--- config.mk ---
export PLATFORM = sky130hd
export DESIGN_NAME = wb_spi_slave_flat
export DESIGN_NICKNAME = d
export VERILOG_FILES = /design/src/rtl/wb_spi_slave_if.sv /design/src/rtl/wb_spi_slave.sv /design/src/flat_wrapper.sv
export SDC_FILE = /design/constraint.sdc
export NUM_CORES = 1
export LEC_CHECK = 0
export CAP_MARGIN = 20
export CORE_MARGIN = 1
export CORE_UTILIZATION = 52
export DETAILED_ROUTE_END_ITERATION = 6
export PLACE_DENSITY = 0.85
export SLEW_MARGIN = 20
export SYNTH_ARGS = -nofsm -noshare
export SYNTH_HDL_FRONTEND = slang
export SYNTH_SLANG_ARGS = --single-unit
--- constraint.sdc ---
create_clock -name clk -period 4.5 [get_ports clk]
set_input_delay 0.9 -clock clk [delete_from_list [all_inputs] [get_ports clk]]
set_output_delay 0.9 -clock clk [all_outputs]
set_load 0.05 [all_outputs]
--- src/rtl/wb_spi_slave_if.sv ---
`default_nettype none
// ============================================================================
//  Module   : wb_spi_slave_if
//  Purpose  : Wishbone register port plus SPI pins of the SPI slave peripheral
//  Revision : 1.0  initial release
// ============================================================================
interface wb_spi_slave_if;
   logic [31:0] wb_adr_i;
   logic [31:0] wb_dat_i;
   logic [31:0] wb_dat_o;
   logic        wb_stb_i;
   logic        wb_cyc_i;
   logic        wb_we_i;
   logic [3:0]  wb_sel_i;
   logic        wb_ack_o;
   logic        spi_sck;
   logic        spi_mosi;
   logic        spi_ss_n;
   logic        spi_miso;
   logic        intr;

   modport slave (
      input  wb_adr_i, wb_dat_i, wb_stb_i, wb_cyc_i, wb_we_i, wb_sel_i,
      output wb_dat_o, wb_ack_o,
      input  spi_sck, spi_mosi, spi_ss_n,
      output spi_miso, intr
   );

   modport master (
      output wb_adr_i, wb_dat_i, wb_stb_i, wb_cyc_i, wb_we_i, wb_sel_i,
      input  wb_dat_o, wb_ack_o,
      output spi_sck, spi_mosi, spi_ss_n,
      input  spi_miso, intr
   );
endinterface
`default_nettype wire

--- src/rtl/wb_spi_slave.sv ---
`default_nettype none
// ============================================================================
//  Module   : wb_spi_slave
//  Purpose  : SPI mode-0 slave with RX FIFO and TX holding register on Wishbone
//  Revision : 1.0  initial release
// ============================================================================
module wb_spi_slave #(
   parameter int RX_DEPTH = 4
) (
   input  wire logic     clk,
   input  wire logic     reset,
   wb_spi_slave_if.slave bus
);
   localparam int              c_PTR_W = $clog2(RX_DEPTH);
   localparam logic [c_PTR_W:0] c_FULL  = RX_DEPTH[c_PTR_W:0];

   // synchronizers and edge detection
   logic [1:0] r_sck_s, r_mosi_s, r_ss_s;
   logic       r_sck_d, r_ss_d, r_armed;

   // SPI shifter
   logic [2:0] r_bitcnt;
   logic [7:0] r_rx_shift, r_tx_shift;
   logic       r_byte_done;

   // RX FIFO
   logic [7:0]         r_mem [RX_DEPTH];
   logic [c_PTR_W-1:0] r_wr_ptr, r_rd_ptr;
   logic [c_PTR_W:0]   r_count;

   // register file
   logic        r_ack, r_intr, r_tx_full, r_ovr, r_udr;
   logic [31:0] r_dat_o;
   logic [7:0]  r_hold;
   logic [2:0]  r_ctrl;

   logic        w_sel, w_rise, w_fall, w_ss_fall, w_byte_start, w_push, w_push_ok;
   logic        w_full, w_avail, w_req, w_wr, w_rd, w_pop;
   logic [1:0]  w_reg;
   logic [7:0]  w_rx_byte;
   logic [31:0] w_status, w_rd_data;
   logic        w_unused;

   // r_armed blocks a transfer until ss_n has been seen high after reset
   assign w_sel        = r_armed & ~r_ss_s[1];
   assign w_rise       = w_sel & r_sck_s[1] & ~r_sck_d;
   assign w_fall       = w_sel & ~r_sck_s[1] & r_sck_d;
   assign w_ss_fall    = r_armed & r_ss_d & ~r_ss_s[1];
   assign w_byte_start = w_ss_fall | (w_fall & r_byte_done);
   assign w_rx_byte    = {r_rx_shift[6:0], r_mosi_s[1]};
   assign w_push       = w_rise & (r_bitcnt == 3'd7);
   assign w_full       = (r_count == c_FULL);
   assign w_avail      = (r_count != '0);
   assign w_push_ok    = w_push & ~w_full;

   assign w_req = bus.wb_stb_i & bus.wb_cyc_i & ~r_ack;
   assign w_wr  = w_req & bus.wb_we_i;
   assign w_rd  = w_req & ~bus.wb_we_i;
   assign w_reg = bus.wb_adr_i[3:2];
   assign w_pop = w_rd & (w_reg == 2'd0) & w_avail;

   assign w_status = {27'b0, r_udr, r_ovr, ~r_tx_full, w_full, w_avail};

   assign bus.wb_ack_o = r_ack;
   assign bus.wb_dat_o = r_dat_o;
   assign bus.intr     = r_intr;
   assign bus.spi_miso = w_sel ? r_tx_shift[7] : 1'b1;

   assign w_unused = ^{bus.wb_sel_i, bus.wb_adr_i[31:4], bus.wb_adr_i[1:0], bus.wb_dat_i[31:8]};

   always_comb begin
      w_rd_data = '0;
      case (w_reg)
         2'd0:    if (w_avail) w_rd_data = {24'b0, r_mem[r_rd_ptr]};
         2'd1:    w_rd_data = {24'b0, r_hold};
         2'd2:    w_rd_data = w_status;
         default: w_rd_data = {29'b0, r_ctrl};
      endcase
   end

   always_ff @(posedge clk or posedge reset) begin
      if (reset) begin
         r_sck_s  <= 2'b00;
         r_mosi_s <= 2'b00;
         r_ss_s   <= 2'b11;
         r_sck_d  <= 1'b0;
         r_ss_d   <= 1'b1;
         r_armed  <= 1'b0;
      end else begin
         r_sck_s  <= {r_sck_s[0], bus.spi_sck};
         r_mosi_s <= {r_mosi_s[0], bus.spi_mosi};
         r_ss_s   <= {r_ss_s[0], bus.spi_ss_n};
         r_sck_d  <= r_sck_s[1];
         r_ss_d   <= r_ss_s[1];
         if (r_ss_s[1]) r_armed <= 1'b1;
      end
   end

   always_ff @(posedge clk or posedge reset) begin
      if (reset) begin
         r_bitcnt    <= 3'd0;
         r_rx_shift  <= 8'h00;
         r_tx_shift  <= 8'hFF;
         r_byte_done <= 1'b0;
      end else if (!w_sel) begin
         r_bitcnt    <= 3'd0;
         r_rx_shift  <= 8'h00;
         r_byte_done <= 1'b0;
      end else begin
         // the next byte is loaded on the sck fall that ends the previous one
         if (w_byte_start) begin
            r_tx_shift  <= r_tx_full ? r_hold : 8'hFF;
            r_byte_done <= 1'b0;
         end else if (w_fall) begin
            r_tx_shift <= {r_tx_shift[6:0], 1'b0};
         end
         if (w_rise) begin
            r_rx_shift <= w_rx_byte;
            r_bitcnt   <= r_bitcnt + 3'd1;
            if (r_bitcnt == 3'd7) r_byte_done <= 1'b1;
         end
      end
   end

   always_ff @(posedge clk or posedge reset) begin
      if (reset) begin
         for (int i = 0; i < RX_DEPTH; i++) r_mem[i] <= 8'h00;
         r_wr_ptr <= '0;
         r_rd_ptr <= '0;
         r_count  <= '0;
      end else begin
         if (w_push_ok) begin
            r_mem[r_wr_ptr] <= w_rx_byte;
            r_wr_ptr        <= r_wr_ptr + 1'b1;
         end
         if (w_pop) r_rd_ptr <= r_rd_ptr + 1'b1;
         if (w_push_ok && !w_pop)      r_count <= r_count + 1'b1;
         else if (!w_push_ok && w_pop) r_count <= r_count - 1'b1;
      end
   end

   always_ff @(posedge clk or posedge reset) begin
      if (reset) begin
         r_ack     <= 1'b0;
         r_dat_o   <= '0;
         r_hold    <= 8'h00;
         r_tx_full <= 1'b0;
         r_ctrl    <= 3'b000;
         r_ovr     <= 1'b0;
         r_udr     <= 1'b0;
         r_intr    <= 1'b0;
      end else begin
         r_ack   <= w_req;
         r_dat_o <= w_rd ? w_rd_data : 32'h0;
         if (w_wr && w_reg == 2'd2) begin
            if (bus.wb_dat_i[3]) r_ovr <= 1'b0;
            if (bus.wb_dat_i[4]) r_udr <= 1'b0;
         end
         if (w_wr && w_reg == 2'd3) r_ctrl <= bus.wb_dat_i[2:0];
         // a TXDATA write in the load cycle must survive the load
         if (w_byte_start) begin
            if (r_tx_full) r_tx_full <= 1'b0;
            else           r_udr     <= 1'b1;
         end
         if (w_wr && w_reg == 2'd1) begin
            r_hold    <= bus.wb_dat_i[7:0];
            r_tx_full <= 1'b1;
         end
         if (w_push && w_full) r_ovr <= 1'b1;
         r_intr <= |(r_ctrl & {r_ovr, ~r_tx_full, w_avail});
      end
   end
endmodule
`default_nettype wire

--- src/flat_wrapper.sv ---
// flat-port wrapper written by rule: the top's interface ports become plain ports
module wb_spi_slave_flat 
#(
   parameter int RX_DEPTH = 4
)
  (clk, reset, bus_wb_adr_i, bus_wb_dat_i, bus_wb_stb_i, bus_wb_cyc_i, bus_wb_we_i, bus_wb_sel_i, bus_wb_dat_o, bus_wb_ack_o, bus_spi_sck, bus_spi_mosi, bus_spi_ss_n, bus_spi_miso, bus_intr);
  wb_spi_slave_if bus_i ();
  input  wire logic clk;
  input  wire logic reset;
  input wire logic [$bits(bus_i.wb_adr_i)-1:0] bus_wb_adr_i;
  input wire logic [$bits(bus_i.wb_dat_i)-1:0] bus_wb_dat_i;
  input wire logic [$bits(bus_i.wb_stb_i)-1:0] bus_wb_stb_i;
  input wire logic [$bits(bus_i.wb_cyc_i)-1:0] bus_wb_cyc_i;
  input wire logic [$bits(bus_i.wb_we_i)-1:0] bus_wb_we_i;
  input wire logic [$bits(bus_i.wb_sel_i)-1:0] bus_wb_sel_i;
  output wire logic [$bits(bus_i.wb_dat_o)-1:0] bus_wb_dat_o;
  output wire logic [$bits(bus_i.wb_ack_o)-1:0] bus_wb_ack_o;
  input wire logic [$bits(bus_i.spi_sck)-1:0] bus_spi_sck;
  input wire logic [$bits(bus_i.spi_mosi)-1:0] bus_spi_mosi;
  input wire logic [$bits(bus_i.spi_ss_n)-1:0] bus_spi_ss_n;
  output wire logic [$bits(bus_i.spi_miso)-1:0] bus_spi_miso;
  output wire logic [$bits(bus_i.intr)-1:0] bus_intr;
  assign bus_i.wb_adr_i = bus_wb_adr_i;
  assign bus_i.wb_dat_i = bus_wb_dat_i;
  assign bus_i.wb_stb_i = bus_wb_stb_i;
  assign bus_i.wb_cyc_i = bus_wb_cyc_i;
  assign bus_i.wb_we_i = bus_wb_we_i;
  assign bus_i.wb_sel_i = bus_wb_sel_i;
  assign bus_wb_dat_o = bus_i.wb_dat_o;
  assign bus_wb_ack_o = bus_i.wb_ack_o;
  assign bus_i.spi_sck = bus_spi_sck;
  assign bus_i.spi_mosi = bus_spi_mosi;
  assign bus_i.spi_ss_n = bus_spi_ss_n;
  assign bus_spi_miso = bus_i.spi_miso;
  assign bus_intr = bus_i.intr;
  wb_spi_slave #(.RX_DEPTH(RX_DEPTH)) u_core (.clk(clk), .reset(reset), .bus(bus_i));
endmodule
==> flow_summary.toml <==
[synth]
synth.top_cells.by_area = "dfrtp_1 (49%), mux2_2 (11%), dfstp_2 (7.0%), buf_4 (4.4%), mux4_2 (4.4%)"
yosys_warnings = 0
ys_ff_latch = 91
ys_seq_area_frac = 0.557
synth.largest_area_cell = "dfrtp_1"
synth_ff_type = "dfrtp_1"
synth_top_area_frac = 0.487
syn_avg_cell_area_um2 = 12.4
synth_area_um2 = 4110
netlist_instances = 332
async_flop_share = 1.00
synth-edff-count = 0
synth_cell_types = 39

[sta]
period_needed_ns = 2.96
skew_ns = 0.0119
hold_ws_ns = 0.354
slew-limit-headroom = 0.259
finalHoldViolations = 0
period_share = 0.659
rsz0062_at_grt = "no"
tightest_slew_ns = 1.10
tns_ns = 0
slew_viol_final = 0
setup_slack_ns = 1.54
fmax_ghz = 0.337
finalSetupViolCount = 0

[global_route]
first_global_vias = 2595
antenna_found_initial = 0
grt_start_max_net_pins = 40
grtUsageTotal = 0.198
grt.overflow.total = 0
grt_pass1_wl_um = 12600

[floorplan]
rows = 32
start_util = 0.535
dieArea_um2 = 8270
dieWidth_um = 90.9
ios = 111
fp.dieH_um = 90.9
core-area_um2 = 7690

[finish]
fin_util = 0.604
final_cell_area_um2 = 4650
final_cell_mix = "dfrtp_1 (80), mux2_2 (40), nand2_1 (40), clkdlybuf4s50_1 (28), conb_1 (24)"
stdcell_count = 471
fin_nets = 448
drive_above_1_share = 0.225
fill_cells = 594
diodes = 0
final_common_cell = "dfrtp_1"
area_growth_pct = 13.0

[power]
p_leak_nw = 2.09
vdd_drop_max_mv = 0.163
clockPowerShare = 0.327
switching_share = 0.285
pwr-share-comb = 0.153
power.internal_mw = 1.37
p_total_mw = 1.92
p_per_area_nw_per_um2 = 413
power_switching_uw = 547
seqPwrFrac = 0.520

[place]
post_dp_cell_area_um2 = 4420
dp.cells = 455
place.gp.congestion = 0.810
numPortBuffers = 28
dpl.hpwl_um = 5260
dp_slack_ns = 1.23

[hold_path]
hold_class = "reg -> reg"
holdPathStages = 0

[drt]
via_per_inst = 5.39
final_antenna_net_count = 0
routedWlPerCell_um = 16.0
first_iter_violations = 113
vias = 2537
dr.pass1.iters = 6
route.detailed.drc = 0
wl_um = 7530

[clock_network]
htreeDepth = 3
cts_tree = "built"
cts_setup_buffers = 0
cts_root_buf = "clkbuf_8"
path_clk_slew_ns = 0.09
cts_buffers = 9
clkSinkCount = 91
cts_max_path_buffers = 2
holdBufCountCts = 0
clock_latency_ns = 0.36
post_cts_resized = 0

[critical_path]
reg2reg_depth = 8
required_ns = 4.76
arrival_ns = 3.22
cp_max_fo = 13
endpoint_kind = "register"
critical_path_class = "in -> reg"
crit_top_cell = "inv_1"
cp.depth = 8
startpoint_type = "primary input"
critical_path_buf_inv_count = 3
critPathTopFamily = "buffers and inverters"
crit_chain = "clkdlybuf4s50_1 -> nor3_1 -> and2_1 -> inv_1 -> ha_1 -> inv_1 -> fa_1 -> mux2_2"
crit_path_top_delay_cell = "clkdlybuf4s50_1"
cp_slowest_stage_delay_ns = 0.63

[run]
drv_cap = 0

[outcome]
status = "finished, final reports clean"
==> power by group through the flow <==
stage	logic, mW	registers (mW)	clock network (mW)
floorplan	0.253	0.980	0
detailed placement	0.294	1.01	0
CTS	0.295	0.997	0.635
finish	0.293	0.998	0.627
global route	0.319	1.01	0.671
global placement	0.285	1.01	0
==> metal layers <==
metal  vias to the layer above  GRT usage  part of all wire
met5                         -          0                 0
li1                       1172          -                 -
met4                         0     0.0741             0.016
met3                        12     0.0682             0.054
met1                      1283      0.244              0.43
met2                        70      0.324              0.50
==> worst paths after layout <==
check	to	from	slack (ns)
max	u_core.r_count[1]	bus_wb_adr_i[2]	1.54
min	u_core.r_mosi_s[1]	u_core.r_mosi_s[0]	0.35
max reg2reg	u_core.r_count[2]	u_core.r_ss_s[1]	1.92
min reg2reg	u_core.r_mosi_s[1]	u_core.r_mosi_s[0]	0.35
max in group asynchronous	u_core.r_mem[2]	reset	2.91
min in group asynchronous	u_core.r_mem[30]	reset	0.80
==> flip-flops by register name, indices dropped and copies added (netlist names), 2 cells and up <==
| signal | count |
|---|---|
| u_core.r_count | 3 |
| u_core.r_tx_shift | 8 |
| u_core.r_mem | 32 |
| u_core.r_sck_s | 2 |
| u_core.r_ctrl | 3 |
| u_core.r_hold | 8 |
| u_core.r_rx_shift | 7 |
| u_core.r_mosi_s | 2 |
| u_core.r_ss_s | 2 |
| u_core.bus.wb_dat_o | 8 |
| u_core.r_bitcnt | 3 |
| u_core.r_wr_ptr | 2 |
| u_core.r_rd_ptr | 2 |
==> synthesized netlist by cell type (2+ instances only) <==
cell type	instances
dfrtp_1	80
buf_1	2
o31ai_1	7
or2_2	2
xor2_1	2
nand2_1	40
dfstp_2	11
mux2_2	40
o21ai_0	11
a222oi_1	3
inv_1	8
clkbuf_1	7
and3b_1	2
a32o_1	4
nor2_1	16
nor3_1	3
a21o_1	2
a21oi_1	11
nor3b_1	8
nor2b_1	8
ha_1	7
mux4_2	8
xnor2_1	5
nand2b_1	6
buf_4	24
mux2_1	2
==> cells by family after synthesis <==
logic type	Yosys count	share of synthesized area
other	1	0.000912
xor gates and xnor gates	7	0.0149
and+or+nand+nor	91	0.114
adders and majority gates	8	0.0262
buffers and inverters	42	0.0606
DFF	91	0.557
AOI/OAI and AO/OA	42	0.0673
muxes	50	0.159
==> final cells by class <==
type                       instances  area [um2]  area share
timing repair buffer              32         310      0.0668
sequential                        91        2290       0.493
multi-input combinational        222        1660       0.357
inverter                           8        31.3     0.00673
tap                              102         128      0.0275
clock buffer                      12         155      0.0334
clock inverter                     4        72.6      0.0156
Note: power is estimated with default switching activity, not from simulation.
